## src/rtl/if_fetch_unit_pkg.sv

```systemverilog
// ----------------------------------------------------------------------------
// if_pkg
// Shared definitions for the instruction fetch unit:
//   fetch_state_e    : fetch FSM states (S_REQ, S_WAIT, S_DROP)
//   NOP              : instruction word presented when no instruction is held
//   DEFAULT_RESET_PC : default word address loaded into the PC on reset
// ----------------------------------------------------------------------------
package if_pkg;

   typedef enum logic [1:0] {
      S_REQ  = 2'd0,   // issuing (or ready to issue) a request at pc
      S_WAIT = 2'd1,   // request outstanding, address held until ready
      S_DROP = 2'd2    // wrong-path request outstanding, response discarded
   } fetch_state_e;

   localparam logic [31:0] NOP              = 32'h0000_0000;
   localparam logic [31:0] DEFAULT_RESET_PC = 32'h0000_0000;

endpackage

```

## src/rtl/if_fetch_unit_if.sv

```systemverilog
// ----------------------------------------------------------------------------
// if_fetch_unit_if
// Instruction-memory request/response handshake used by the fetch unit.
//   req   : request valid (fetch unit -> memory)
//   addr  : word address of the request (fetch unit -> memory)
//   ready : request accepted, rdata valid this cycle (memory -> fetch unit)
//   rdata : instruction word (memory -> fetch unit)
// Modports: master = fetch unit side, slave = memory side.
// ----------------------------------------------------------------------------
interface if_fetch_unit_if #(
   parameter int ADDR_W = 32,
   parameter int DATA_W = 32
);

   logic              req;
   logic [ADDR_W-1:0] addr;
   logic              ready;
   logic [DATA_W-1:0] rdata;

   modport master (output req, output addr, input ready, input rdata);
   modport slave  (input req, input addr, output ready, output rdata);

endinterface

```

## src/rtl/if_fetch_unit_buffer.sv

```systemverilog
// ----------------------------------------------------------------------------
// if_fetch_buffer
// Single-entry holding register between instruction memory and IF/ID.
//   clk, rst  : clock, synchronous active-high reset (clears valid only)
//   load      : capture instr_d/pc1_d this edge
//   flush     : invalidate this edge; wins over load and consume
//   consume   : downstream takes the entry this edge
//   instr_d   : incoming instruction word
//   pc1_d     : PC+1 belonging to instr_d
//   valid     : entry holds an instruction
//   instr     : held instruction word
//   pc1       : held PC+1
// ----------------------------------------------------------------------------
module if_fetch_buffer #(
   parameter int ADDR_W = 32,
   parameter int DATA_W = 32
) (
   input  logic              clk,
   input  logic              rst,
   input  logic              load,
   input  logic              flush,
   input  logic              consume,
   input  logic [DATA_W-1:0] instr_d,
   input  logic [ADDR_W-1:0] pc1_d,
   output logic              valid,
   output logic [DATA_W-1:0] instr,
   output logic [ADDR_W-1:0] pc1
);

   always_ff @(posedge clk) begin
      if (rst)          valid <= 1'b0;
      else if (flush)   valid <= 1'b0;
      else if (load)    valid <= 1'b1;
      else if (consume) valid <= 1'b0;
   end

   // Payload is qualified by valid, so it needs no reset.
   always_ff @(posedge clk) begin
      if (load && !flush) begin
         instr <= instr_d;
         pc1   <= pc1_d;
      end
   end

endmodule

```

## src/rtl/if_fetch_unit.sv

```systemverilog
// ----------------------------------------------------------------------------
// if_fetch_unit
// Fetch stage: owns the word-addressed PC, requests instructions through a
// req/ready handshake tolerating wait states, holds one instruction while the
// pipeline stalls, and applies branch/jump redirects from ID (branch wins).
//   clk, rst          : clock, synchronous active-high reset
//   stall_i           : pipeline stall (inverse enables IF/ID)
//   branch_taken_i    : ID branch resolved taken, target branch_target_i
//   jump_i            : ID jump, target jump_target_i
//   imem              : instruction-memory handshake (master side)
//   instr_o           : instruction to IF/ID, NOP when not valid
//   pc_plus1_o        : PC+1 of instr_o, 0 when not valid
//   instr_valid_o     : holding buffer has an instruction
//   pc_o              : next fetch PC (debug)
// Optional (IF_PERF_CNT_EN defined):
//   fetch_count_o     : accepted, non-discarded fetches
//   wait_cycles_o     : cycles spent in S_WAIT or S_DROP
// ----------------------------------------------------------------------------
module if_fetch_unit
   import if_pkg::*;
#(
   parameter int                ADDR_W   = 32,
   parameter int                DATA_W   = 32,
   parameter logic [ADDR_W-1:0] RESET_PC = ADDR_W'(DEFAULT_RESET_PC)
) (
   input  logic               clk,
   input  logic               rst,
   input  logic               stall_i,
   input  logic               branch_taken_i,
   input  logic [ADDR_W-1:0]  branch_target_i,
   input  logic               jump_i,
   input  logic [ADDR_W-1:0]  jump_target_i,
   if_fetch_unit_if.master    imem,
   output logic [DATA_W-1:0]  instr_o,
   output logic [ADDR_W-1:0]  pc_plus1_o,
   output logic               instr_valid_o,
   output logic [ADDR_W-1:0]  pc_o
`ifdef IF_PERF_CNT_EN
   ,
   output logic [31:0]        fetch_count_o,
   output logic [31:0]        wait_cycles_o
`endif
);

   fetch_state_e      state, state_n;
   logic [ADDR_W-1:0] pc, pc_n, req_addr;
   logic [ADDR_W-1:0] target, fill_pc1;
   logic              redir, space, req, load;
   logic              buf_valid;
   logic [DATA_W-1:0] buf_instr;
   logic [ADDR_W-1:0] buf_pc1;

   always_ff @(posedge clk) begin
      if (rst) begin
         state <= S_REQ;
         pc    <= RESET_PC;
      end else begin
         state <= state_n;
         pc    <= pc_n;
      end
   end

   // Address of the request currently on the bus; frozen once we leave S_REQ.
   always_ff @(posedge clk) begin
      if (state == S_REQ) req_addr <= pc;
   end

   always_comb begin
      redir    = branch_taken_i | jump_i;
      target   = branch_taken_i ? branch_target_i : jump_target_i;
      space    = !buf_valid || !stall_i;
      state_n  = state;
      pc_n     = pc;
      req      = 1'b0;
      load     = 1'b0;
      fill_pc1 = pc + 1'b1;
      imem.addr = req_addr;
      case (state)
         S_REQ: begin
            req       = space;
            imem.addr = pc;
            if (req && imem.ready) begin
               load = !redir;
               pc_n = pc + 1'b1;
            end else if (req) begin
               state_n = redir ? S_DROP : S_WAIT;
            end
         end
         S_WAIT: begin
            req      = 1'b1;
            fill_pc1 = req_addr + 1'b1;
            if (imem.ready) begin
               load    = !redir;
               pc_n    = req_addr + 1'b1;
               state_n = S_REQ;
            end else if (redir) begin
               state_n = S_DROP;
            end
         end
         S_DROP: begin
            // pc already holds the redirect target; just drain the response.
            req = 1'b1;
            if (imem.ready) state_n = S_REQ;
         end
         default: state_n = S_REQ;
      endcase
      if (redir) pc_n = target;
   end

   assign imem.req = req && !rst;

   if_fetch_buffer #(
      .ADDR_W (ADDR_W),
      .DATA_W (DATA_W)
   ) u_buf (
      .clk     (clk),
      .rst     (rst),
      .load    (load),
      .flush   (redir),
      .consume (buf_valid && !stall_i),
      .instr_d (imem.rdata),
      .pc1_d   (fill_pc1),
      .valid   (buf_valid),
      .instr   (buf_instr),
      .pc1     (buf_pc1)
   );

   assign instr_valid_o = buf_valid;
   assign instr_o       = (buf_valid && !rst) ? buf_instr : DATA_W'(NOP);
   assign pc_plus1_o    = (buf_valid && !rst) ? buf_pc1   : '0;
   assign pc_o          = pc;

`ifdef IF_PERF_CNT_EN
   always_ff @(posedge clk) begin
      if (rst) begin
         fetch_count_o <= '0;
         wait_cycles_o <= '0;
      end else begin
         if (load)            fetch_count_o <= fetch_count_o + 1'b1;
         if (state != S_REQ)  wait_cycles_o <= wait_cycles_o + 1'b1;
      end
   end
`endif

endmodule

```

## src/flat_wrapper.sv

```systemverilog
// flat-port wrapper written by rule: the top's interface ports become plain ports
module if_fetch_unit_flat import if_pkg::*;
#(
   parameter int                ADDR_W   = 32,
   parameter int                DATA_W   = 32,
   parameter logic [ADDR_W-1:0] RESET_PC = ADDR_W'(DEFAULT_RESET_PC)
)
  (clk, rst, stall_i, branch_taken_i, branch_target_i, jump_i, jump_target_i, instr_o, pc_plus1_o, instr_valid_o, pc_o, imem_req, imem_addr, imem_ready, imem_rdata);
  if_fetch_unit_if #(.ADDR_W(ADDR_W), .DATA_W(DATA_W)) imem_i ();
  input  logic clk;
  input  logic rst;
  input  logic stall_i;
  input  logic branch_taken_i;
  input  logic [ADDR_W-1:0] branch_target_i;
  input  logic jump_i;
  input  logic [ADDR_W-1:0] jump_target_i;
  output logic [DATA_W-1:0] instr_o;
  output logic [ADDR_W-1:0] pc_plus1_o;
  output logic instr_valid_o;
  output logic [ADDR_W-1:0] pc_o;
  output wire logic [$bits(imem_i.req)-1:0] imem_req;
  output wire logic [$bits(imem_i.addr)-1:0] imem_addr;
  input wire logic [$bits(imem_i.ready)-1:0] imem_ready;
  input wire logic [$bits(imem_i.rdata)-1:0] imem_rdata;
  assign imem_req = imem_i.req;
  assign imem_addr = imem_i.addr;
  assign imem_i.ready = imem_ready;
  assign imem_i.rdata = imem_rdata;
  if_fetch_unit #(.ADDR_W(ADDR_W), .DATA_W(DATA_W), .RESET_PC(RESET_PC)) u_core (.clk(clk), .rst(rst), .stall_i(stall_i), .branch_taken_i(branch_taken_i), .branch_target_i(branch_target_i), .jump_i(jump_i), .jump_target_i(jump_target_i), .imem(imem_i), .instr_o(instr_o), .pc_plus1_o(pc_plus1_o), .instr_valid_o(instr_valid_o), .pc_o(pc_o));
endmodule
```

## config.mk

```make
export PLATFORM = sky130hd
export DESIGN_NAME = if_fetch_unit_flat
export DESIGN_NICKNAME = d
export VERILOG_FILES = /design/src/rtl/if_fetch_unit_pkg.sv /design/src/rtl/if_fetch_unit_if.sv /design/src/rtl/if_fetch_unit_buffer.sv /design/src/rtl/if_fetch_unit.sv /design/src/flat_wrapper.sv
export SDC_FILE = /design/constraint.sdc
export NUM_CORES = 1
export LEC_CHECK = 0
export CAP_MARGIN = 0
export CORE_AREA = 2 2 125 127
export DETAILED_ROUTE_END_ITERATION = 7
export DIE_AREA = 0 0 127 129
export PLACE_DENSITY = 0.81
export SETUP_SLACK_MARGIN = 0.05
export SYNTH_ARGS = -nofsm -noshare
export SYNTH_HDL_FRONTEND = slang
export SYNTH_HIERARCHICAL = 1
export SYNTH_SLANG_ARGS = --single-unit
```

## constraint.sdc

```tcl
create_clock -name clk -period 6.6 [get_ports clk]
set_clock_uncertainty 0.05 [all_clocks]
set_input_delay 0.66 -clock clk [delete_from_list [all_inputs] [get_ports clk]]
set_output_delay 0.66 -clock clk [all_outputs]
set_load 0.02 [all_outputs]
```

==> results_dict.tcl <==
set metrics [dict create \
    timing.rr.start "u_core/state[1]" \
    slew_violations 0 \
    rrSetupSlack_ns 2.77 \
    path_clk_slew_ns 0.06 \
    drt-wirelength-per-cell_um 19.4 \
    period_share_pct 58.1 \
    synth-edff-count 64 \
    vdd_drop_max_mv 0.152 \
    cts_tree "yes" \
    setup_ws_ns 2.77 \
    slowest_stage "a22oi_1" \
    antenna_found_initial 0 \
    path_common_cell "nand4_1" \
    worstPathCellList "inv_1 -> ha_4 -> buf_4 -> nand4_1 -> a22oi_1 -> nand4_1 -> xor2_1 -> o211ai_1 -> a21oi_1" \
    grt_overflow 0 \
    grt_use_total_pct 26.1 \
    worstPathMaxFanout 67 \
    leakage_nw 3.41 \
    synthFlopType "dfxtp_1" \
    endpoint_kind "flip-flop" \
    grt_pass1_vias 5952 \
    drive_gt1_share_pct 8.93 \
    clk_latency_ns 0.41 \
    htreeDepth 4 \
    cts_hold_buf 0 \
    drv_cap 0 \
    ctsRootBufferMaster "clkbuf_16" \
    clock-sinks 131 \
    rows 45 \
    area_growth_syn_to_layout_pct 43.2 \
    max_freq_mhz 261 \
    synth_top_area_share_pct 27.6 \
    start_util_pct 46.5 \
    port-buffer-count 231 \
    netlist_instances 689 \
    hold_violations 0 \
    synth_seq_area_share_pct 46.9 \
    diodes 0 \
    min_period_ns 3.83 \
    fin_nets 1012 \
    worstPathArrival_ns 4.13 \
    coreArea_um2 15000 \
    yosys.area.top_type "edfxtp_1" \
    vias 6312 \
    avgSynthCellArea_um2 10.1 \
    setup_viol 0 \
    die_h_um 129 \
    drc 0 \
    min_from "u_core/req_addr[31]" \
    slew_headroom_pct 27.8 \
    critPathLaunchType "flip-flop" \
    hold_path_class "flip-flop to flip-flop" \
    drtAntennaViolNets 0 \
    cts_made_buffers 17 \
    place_ws_ns 2.72 \
    boundaryPins 232 \
    yosysWarnings 6 \
    slowest_delay_ns 0.72 \
    async_reset_ff_share_pct 0 \
    wirelength_mm 21.4 \
    cp_data_required_time_ns 6.90 \
    drt_iter0_drc 535 \
    yosys_register_bits 131 \
    die_area_um2 16400 \
    grt_max_degree 68 \
    ys_types 61 \
    syn_area_um2 6960 \
    dpl.hpwl_mm 15.6 \
    grt_first_pass_wirelength_mm 32.9 \
    viasPerCell 5.71 \
    whs_ns 0.490 \
    cts_max_path_buffers 2 \
    status "finished, final reports clean" \
    synthTopCellsByArea "edfxtp_1, dfxtp_1, and2_1" \
    tightestPinTransition_ns 1.08 \
    post-cts-setup-buffers 0 \
    cp-startpoint "u_core/state[1]" \
    gp_congestion 0.915 \
    die_x_um 127 \
    rsz0062_at_grt "false" \
    setup-tns-final_ns 0 \
    cellPowerDensity_nw_per_um2 237 \
    first_pass_iters 5 \
    syn_nets 796 \
    cts_resized 0 \
    critical_path_class "flip-flop to flip-flop" \
]
critical path, delay by kind of cell, from the launching register on:
family                     cells  cell delay, ns
and+or+nand+nor                2            0.58
DFF                            1            0.33
xor gates and xnor gates       1            0.51
buffers and inverters          2            0.77
AOI/OAI and AO/OA              3            1.06
adders and majority gates      1            0.42
cells by family after synthesis:
kind of cell               synth area share, %
and+or+nand+nor                           21.3
AOI/OAI and AO/OA                         13.0
DFF                                       46.9
muxes                                     11.3
buffers and inverters                     3.24
xor gates and xnor gates                  3.40
adders and majority gates                0.899
flip-flops by register name (all words and copies together) (netlist names):
register and flops:
u_core/pc_o 32, u_core/req_addr 32, u_core/state 2, u_core/u_buf/valid 1, u_core/u_buf/instr 32, u_core/u_buf/pc1 32
Yosys cell counts (13+ instances only):
cell type  count
clkbuf_1      27
mux2_2        34
o22ai_1       13
a21oi_1       28
nor2_1        32
mux2i_1       39
nand3b_1      18
dfxtp_1       67
nand3_1       29
nor2b_1       15
xor2_1        19
nand2_1       52
nand4_1       16
edfxtp_1      64
and2_1        68
worst paths after layout:
kind,to,depth (start not counted)
setup reg to reg,u_core/pc_o[20],9
setup / recovery,u_core/pc_o[20],9
hold reg to reg,u_core/req_addr[31],1
hold / removal,u_core/req_addr[31],1
layer usage:
| layer | up-vias | share of wire (%) | GRT usage (%) |
|---|---|---|---|
| met3 | 35 | 9.2 | 6.32 |
| li1 | 2986 | - | - |
| met2 | 363 | 47 | 43.4 |
| met1 | 2928 | 42 | 34.0 |
| met4 | 0 | 2.1 | 8.02 |
| met5 | - | 0 | 0 |
where the power goes:
| part | switching [W] | internal, W | total (W) |
|---|---|---|---|
| Combinational | 0.000256 | 0.000246 | 0.000502 |
| Sequential | 0.0000763 | 0.000915 | 0.000991 |
| Clock | 0.000354 | 0.000515 | 0.000869 |
stage by stage:
step / total power, W / area, um2 / instances / util (%)
floorplan: 0.00126 / 6960 / 689 / -
global placement: 0.00150 / 9420 / 1074 / 62.9
detailed placement: 0.00151 / 9420 / 1074 / 62.9
CTS: 0.00237 / 9970 / 1106 / 66.5
global route: 0.00246 / 9970 / 1106 / 66.5
finish: 0.00236 / 9970 / 1106 / 66.5
final cells by class:
| cell class | instances | area [um2] |
|---|---|---|
| multi-input cells | 504 | 3500 |
| clock buffers | 19 | 433 |
| flip-flops and latches | 131 | 3260 |
| inverters | 11 | 41.3 |
| fillers | 1180 | 5010 |
| repair buffers | 240 | 2380 |
| clock inverters | 13 | 113 |
| well taps | 188 | 235 |
cell usage in the layout, fill, tap and decap left out, types with 7 or more instances in the layout:
cell type          n
mux2i_1           39
nor2_1            31
mux2_2            34
nand3_1           29
a22oi_1            9
dfxtp_1           67
and2_1            68
xor2_1            19
inv_1              9
buf_4              9
a31oi_1            7
nand2_1           52
nor3_1            11
nor2b_1           13
o22ai_1           13
clkbuf_16         17
a211oi_1           8
a21oi_1           28
o21ai_1           11
o21ai_0           12
edfxtp_1          64
clkdlybuf4s50_1  231
nand3b_1          18
xnor2_1            8
nand4_1           16
Note: power is estimated with default switching activity, not from simulation.
